**src/rtl/trap_peak_detector.sv**
```systemverilog
// Pulse detector for the trapezoidal filter stream: measures peak, time over threshold and
// arrival time per pulse, flags pile-up, and hands one record per pulse to readout.
module trap_peak_detector #(
   parameter int DATA_W  = 18,
   parameter int TS_W    = 32,
   parameter int HOLDOFF = 4
) (
   input  logic                     clk,
   input  logic                     reset,
   input  logic signed [DATA_W-1:0] in_data,
   input  logic                     in_valid,
   input  logic signed [DATA_W-1:0] threshold,
   output logic                     out_valid,
   input  logic                     out_ready,
   output logic signed [DATA_W-1:0] out_amp,
   output logic [TS_W-1:0]          out_ts,
   output logic [15:0]              out_width,
   output logic                     out_pileup,
   output logic                     overflow,
   output logic                     busy
);

   typedef enum logic [1:0] {
      ST_IDLE  = 2'd0,
      ST_ABOVE = 2'd1,
      ST_HOLD  = 2'd2
   } state_t;

   localparam logic [7:0]      HOLD_INIT = 8'(HOLDOFF);
   localparam logic [TS_W-1:0] TS_ONE    = {{(TS_W-1){1'b0}}, 1'b1};

   state_t                   state_q, state_d;
   logic [TS_W-1:0]          ts_q, ts_d;
   logic [TS_W-1:0]          ev_ts_q, ev_ts_d;
   logic signed [DATA_W-1:0] ev_max_q, ev_max_d;
   logic [15:0]              ev_width_q, ev_width_d;
   logic                     ev_pile_q, ev_pile_d;
   logic [7:0]               hold_q, hold_d;

   logic                     out_valid_q, out_valid_d;
   logic signed [DATA_W-1:0] out_amp_q, out_amp_d;
   logic [TS_W-1:0]          out_ts_q, out_ts_d;
   logic [15:0]              out_width_q, out_width_d;
   logic                     out_pileup_q, out_pileup_d;
   logic                     overflow_q, overflow_d;
   logic                     busy_q, busy_d;

   logic                     above_s;
   logic                     below_s;
   logic                     complete_s;

   // Next-state logic for the timestamp, the pulse measurement FSM and the record handshake.
   always_comb begin
      above_s    = in_valid && (in_data > threshold);
      below_s    = in_valid && !(in_data > threshold);
      ts_d       = ts_q + TS_ONE;
      state_d    = state_q;
      ev_ts_d    = ev_ts_q;
      ev_max_d   = ev_max_q;
      ev_width_d = ev_width_q;
      ev_pile_d  = ev_pile_q;
      hold_d     = hold_q;
      complete_s = 1'b0;

      case (state_q)
         ST_IDLE: begin
            if (above_s) begin
               state_d    = ST_ABOVE;
               ev_ts_d    = ts_q;
               ev_max_d   = in_data;
               ev_width_d = 16'd1;
               ev_pile_d  = 1'b0;
            end else begin
               state_d = ST_IDLE;
            end
         end
         ST_ABOVE: begin
            if (above_s) begin
               if (ev_width_q != 16'hFFFF) begin
                  ev_width_d = ev_width_q + 16'd1;
               end else begin
                  ev_width_d = ev_width_q;
               end
               // strict compare keeps the earliest sample on a flat top
               if (in_data > ev_max_q) begin
                  ev_max_d = in_data;
               end else begin
                  ev_max_d = ev_max_q;
               end
            end else if (below_s) begin
               complete_s = 1'b1;
               hold_d     = HOLD_INIT;
               state_d    = ST_HOLD;
            end else begin
               state_d = ST_ABOVE;
            end
         end
         ST_HOLD: begin
            if (above_s) begin
               state_d    = ST_ABOVE;
               ev_ts_d    = ts_q;
               ev_max_d   = in_data;
               ev_width_d = 16'd1;
               ev_pile_d  = 1'b1;
            end else if (below_s) begin
               if (hold_q <= 8'd1) begin
                  hold_d  = 8'd0;
                  state_d = ST_IDLE;
               end else begin
                  hold_d  = hold_q - 8'd1;
                  state_d = ST_HOLD;
               end
            end else begin
               state_d = ST_HOLD;
            end
         end
         default: begin
            state_d = ST_IDLE;
            hold_d  = 8'd0;
         end
      endcase

      out_valid_d  = out_valid_q;
      out_amp_d    = out_amp_q;
      out_ts_d     = out_ts_q;
      out_width_d  = out_width_q;
      out_pileup_d = out_pileup_q;
      overflow_d   = overflow_q;

      if (complete_s) begin
         if (!out_valid_q || out_ready) begin
            out_valid_d  = 1'b1;
            out_amp_d    = ev_max_q;
            out_ts_d     = ev_ts_q;
            out_width_d  = ev_width_q;
            out_pileup_d = ev_pile_q;
         end else begin
            overflow_d = 1'b1;
         end
      end else if (out_valid_q && out_ready) begin
         out_valid_d = 1'b0;
      end else begin
         out_valid_d = out_valid_q;
      end

      busy_d = (state_d != ST_IDLE);
   end

   // State and output registers; reset discards any partially measured pulse.
   always_ff @(posedge clk or negedge reset) begin
      if (!reset) begin
         state_q      <= ST_IDLE;
         ts_q         <= '0;
         ev_ts_q      <= '0;
         ev_max_q     <= '0;
         ev_width_q   <= 16'd0;
         ev_pile_q    <= 1'b0;
         hold_q       <= 8'd0;
         out_valid_q  <= 1'b0;
         out_amp_q    <= '0;
         out_ts_q     <= '0;
         out_width_q  <= 16'd0;
         out_pileup_q <= 1'b0;
         overflow_q   <= 1'b0;
         busy_q       <= 1'b0;
      end else begin
         state_q      <= state_d;
         ts_q         <= ts_d;
         ev_ts_q      <= ev_ts_d;
         ev_max_q     <= ev_max_d;
         ev_width_q   <= ev_width_d;
         ev_pile_q    <= ev_pile_d;
         hold_q       <= hold_d;
         out_valid_q  <= out_valid_d;
         out_amp_q    <= out_amp_d;
         out_ts_q     <= out_ts_d;
         out_width_q  <= out_width_d;
         out_pileup_q <= out_pileup_d;
         overflow_q   <= overflow_d;
         busy_q       <= busy_d;
      end
   end

   assign out_valid  = out_valid_q;
   assign out_amp    = out_amp_q;
   assign out_ts     = out_ts_q;
   assign out_width  = out_width_q;
   assign out_pileup = out_pileup_q;
   assign overflow   = overflow_q;
   assign busy       = busy_q;

endmodule

```
**config.mk**
```make
export PLATFORM = sky130hd
export DESIGN_NAME = trap_peak_detector
export DESIGN_NICKNAME = d
export VERILOG_FILES = /design/src/rtl/trap_peak_detector.sv
export SDC_FILE = /design/constraint.sdc
export NUM_CORES = 1
export LEC_CHECK = 0
export CAP_MARGIN = 10
export CORE_UTILIZATION = 35
export CTS_BUF_LIST = sky130_fd_sc_hd__clkbuf_4 sky130_fd_sc_hd__clkbuf_8 sky130_fd_sc_hd__clkbuf_16
export DETAILED_ROUTE_END_ITERATION = 10
export HOLD_SLACK_MARGIN = 0.1
export PLACE_DENSITY_LB_ADDON = 0.05
export SLEW_MARGIN = 25
export SYNTH_ARGS = -nofsm -noshare
export SYNTH_HDL_FRONTEND = slang
export SYNTH_SLANG_ARGS = --single-unit
```
**constraint.sdc**
```tcl
create_clock -name clk -period 2.65 [get_ports clk]
set_input_delay 0.53 -clock clk [delete_from_list [all_inputs] [get_ports clk]]
set_output_delay 0.53 -clock clk [all_outputs]
set_load 0.01 [all_outputs]
```
==> out/metrics.yaml <==
met3_usage: 0.0277
internal_power_mw: 6.40
ys_seq_elements: 179
gp_congestion: 0.795
path_cells: "dlygate4sd2_1 -> ha_4 -> and4_4 -> nand4_1 -> o22ai_2 -> a31o_1 -> o32a_1 -> buf_6 -> buf_4 -> o41ai_2 -> o41ai_4"
setup_viol: 0
cts_tree: "yes"
wirelength_mm: 19.2
die_w_um: 157
syn2layout_area_growth_pct: 35.8
grt_pass1_vias: 6233
synth_area_um2: 8390
antenna_found_initial: 0
cap_violations: 0
hpwl_mm: 13.3
vdd_drop_max_mv: 0.384
switching_power_mw: 3.02
cts-root-buf: "clkbuf_16"
grt_usage: 0.162
routed-via-count: 5893
yosys.area.top_type_share: 0.534
drive_above_1_share: 0.322
grt-ovfl-total: 0
status: "finished, final reports clean"
power_density_nw_per_um2: 827
rows: 56
final_common_cell: "dfrtp_1"
start_kind: "input port"
start_util: 0.357
cp_max_fo: 5
fin_nets: 955
antennaDiodeCount: 0
arrival_ns: 2.85
rsz0062_at_grt: "true"
timing.final.hold_violations: 0
p_comb_frac: 0.347
crit_type: "in -> reg"
final-max-slew-violation-count: 0
max_stage_delay_ns: 0.39
synthArstFlopShare: 1.00
ys_seq_area_frac: 0.534
io_pins: 110
setup_tns_ns: 0
whs_path_depth: 2
wl_per_cell_um: 16.0
pwr-share-seq: 0.376
swShare: 0.321
syn_avg_cell_area_um2: 12.1
clock_latency_ns: 0.43
synth_edf_count: 0
cp_slowest_cell: "o41ai_2"
clk_pin_slew_ns: 0.08
endpoint_kind: "flip-flop"
skew_ns: 0.0141
seq_area_um2: 4480
first_iter_violations: 195
io_buffers: 109
fmax_ghz: 0.389
r2r_cells: 11
core_area_um2: 23500
synthFlopType: "dfrtp_1"
hp-class: "in -> reg"
synthTopCellsByArea: "dfrtp_1 (53%), mux2_2 (15%), ha_1 (6.6%), inv_1 (2.5%), xnor2_1 (2.4%)"
clock_path_buffers: 2
synth_warnings: 0
busiest_layer: "met2"
leakagePower_nw: 5.35
drcViolationCount: 0
syn_nets: 779
n_fill_cell: 2124
cts_sinks: 179
h-tree-depth: 4
worst_slew_pin_slew_ns: 0.660
relSlewSlack: 0.559
pwr-share-clk: 0.277
whs_ns: 0.431
critPathRequiredTime_ns: 2.93
dieArea_um2: 24600
via_per_inst: 4.90
numCtsBuffers: 17
yosysTopAreaCell: "dfrtp_1"
synth.distinct_cells: 54
drtPass1Iterations: 4
period_needed_ns: 2.57
grt_pass1_wl_mm: 31.5
die_h_um: 157
syn_inst: 695
grt_max_degree: 55
multi_input_area_um2: 3920
met2_usage: 0.285
layout_worst_path_cycle_share: 0.970
final_cell_mix: "dfrtp_1 (179), mux2_2 (115), clkdlybuf4s50_1 (73), buf_4 (58), inv_1 (38)"
grt_util_met1: 0.202
ant_nets: 0
## routing by layer
| metal | routed length, um | vias up | share of wire |
|---|---|---|---|
| met3 | 490 | 17 | 0.025 |
| li1 | - | 2846 | - |
| met1 | 8620 | 2938 | 0.45 |
| met2 | 9890 | 92 | 0.51 |
| met4 | 231 | 0 | 0.012 |
| met5 | 0 | - | 0 |
## sequential cells by signal (all words and copies together) (netlist names), 2 cells and up
signal and cells:
ev_ts_q 32, out_ts 32, ts_q 32, ev_max_q 18, out_amp 18, ev_width_q 16, out_width 16, hold_q 8
state_q 2
## worst max-delay path: cells and delay by family
kind | cells | cell delay, ns
simple gates | 2 | 0.32
compound gates | 5 | 1.18
buf+inv | 3 | 0.57
fa+ha+maj | 1 | 0.24
## kinds of logic after synthesis
| group | synth area share |
|---|---|
| mux | 0.156 |
| fa+ha+maj | 0.0656 |
| simple gates | 0.0856 |
| xor+xnor | 0.0313 |
| compound gates | 0.0890 |
| flops | 0.534 |
| buf+inv | 0.0389 |
## power by group through the flow
stage	registers [mW]	logic, mW	clock network (mW)
2_1_floorplan	3.65	1.61	0
3_3_place_gp	3.59	2.95	0
3_5_place_dp	3.61	2.99	0
4_1_cts	3.56	3.11	2.71
5_1_grt	3.62	3.59	2.82
6_report	3.54	3.27	2.61
## area by class of cell
class / count / area share
multi-input combinational: 437 / 0.344
timing repair buffer: 181 / 0.152
clock inverter: 15 / 0.0187
sequential: 179 / 0.393
clock buffer: 17 / 0.0373
tap: 319 / 0.0350
inverter: 55 / 0.0199
## synth_stat cells, types with 2 or more instances
cell	number
dfrtp_1	179
mux2_2	115
inv_1	55
ha_1	44
nand2_1	36
o21ai_0	29
xnor2_1	23
nand3_1	22
nor2_1	21
o31ai_1	17
a21oi_1	13
nand4_1	13
clkbuf_1	12
and3_1	11
buf_2	9
nand2b_1	9
and4_1	8
o41ai_1	7
xor2_1	7
a31oi_1	6
a211oi_1	5
nor3_1	5
or2_2	4
a21o_1	3
o211ai_1	3
o21bai_1	3
or3_1	3
buf_6	2
nor4_1	2
o221ai_1	2
o22ai_1	2
o31a_1	2
o32a_1	2
## repair_timing
| action | CTS | global route |
|---|---|---|
| setup endpoints to repair | 134 | 36 |
| gates resized for setup | 63 | 23 |
| buffers inserted | 10 | 3 |
| hold buffers | 1 | 0 |
| hold endpoints to repair | 32 | 0 |
| gates cloned | 0 | 3 |
| pin swaps | 13 | 11 |
## path summary, 6_finish.rpt
path,startpoint,end,slack (ns)
worst max-delay path,in_data[6],ev_width_q[14],0.08
worst min-delay path,in_data[11],ev_max_q[11],0.43
worst max register to register,ev_max_q[15],ev_max_q[7],0.14
worst min register to register,ts_q[0],ts_q[0],0.48
max in group asynchronous,reset,ts_q[2],1.29
min in group asynchronous,reset,out_amp[11],0.61
## through the flow
stage / utilization / total power [mW] / instance area, um2 / std cells / setup slack, ns
final: 0.486 / 9.42 / 11400 / 1203 / 0.0806
after CTS: 0.480 / 9.38 / 11300 / 1197 / 0.0451
after global routing: 0.486 / 10.0 / 11400 / 1203 / -0.0228
after floorplan: - / 5.26 / 8570 / 695 / -0.0542
after global placement: 0.443 / 6.54 / 10400 / 1154 / -0.649
after detailed placement: 0.443 / 6.60 / 10400 / 1154 / -0.713
No activity file was read; power rests on OpenSTA's default activity.
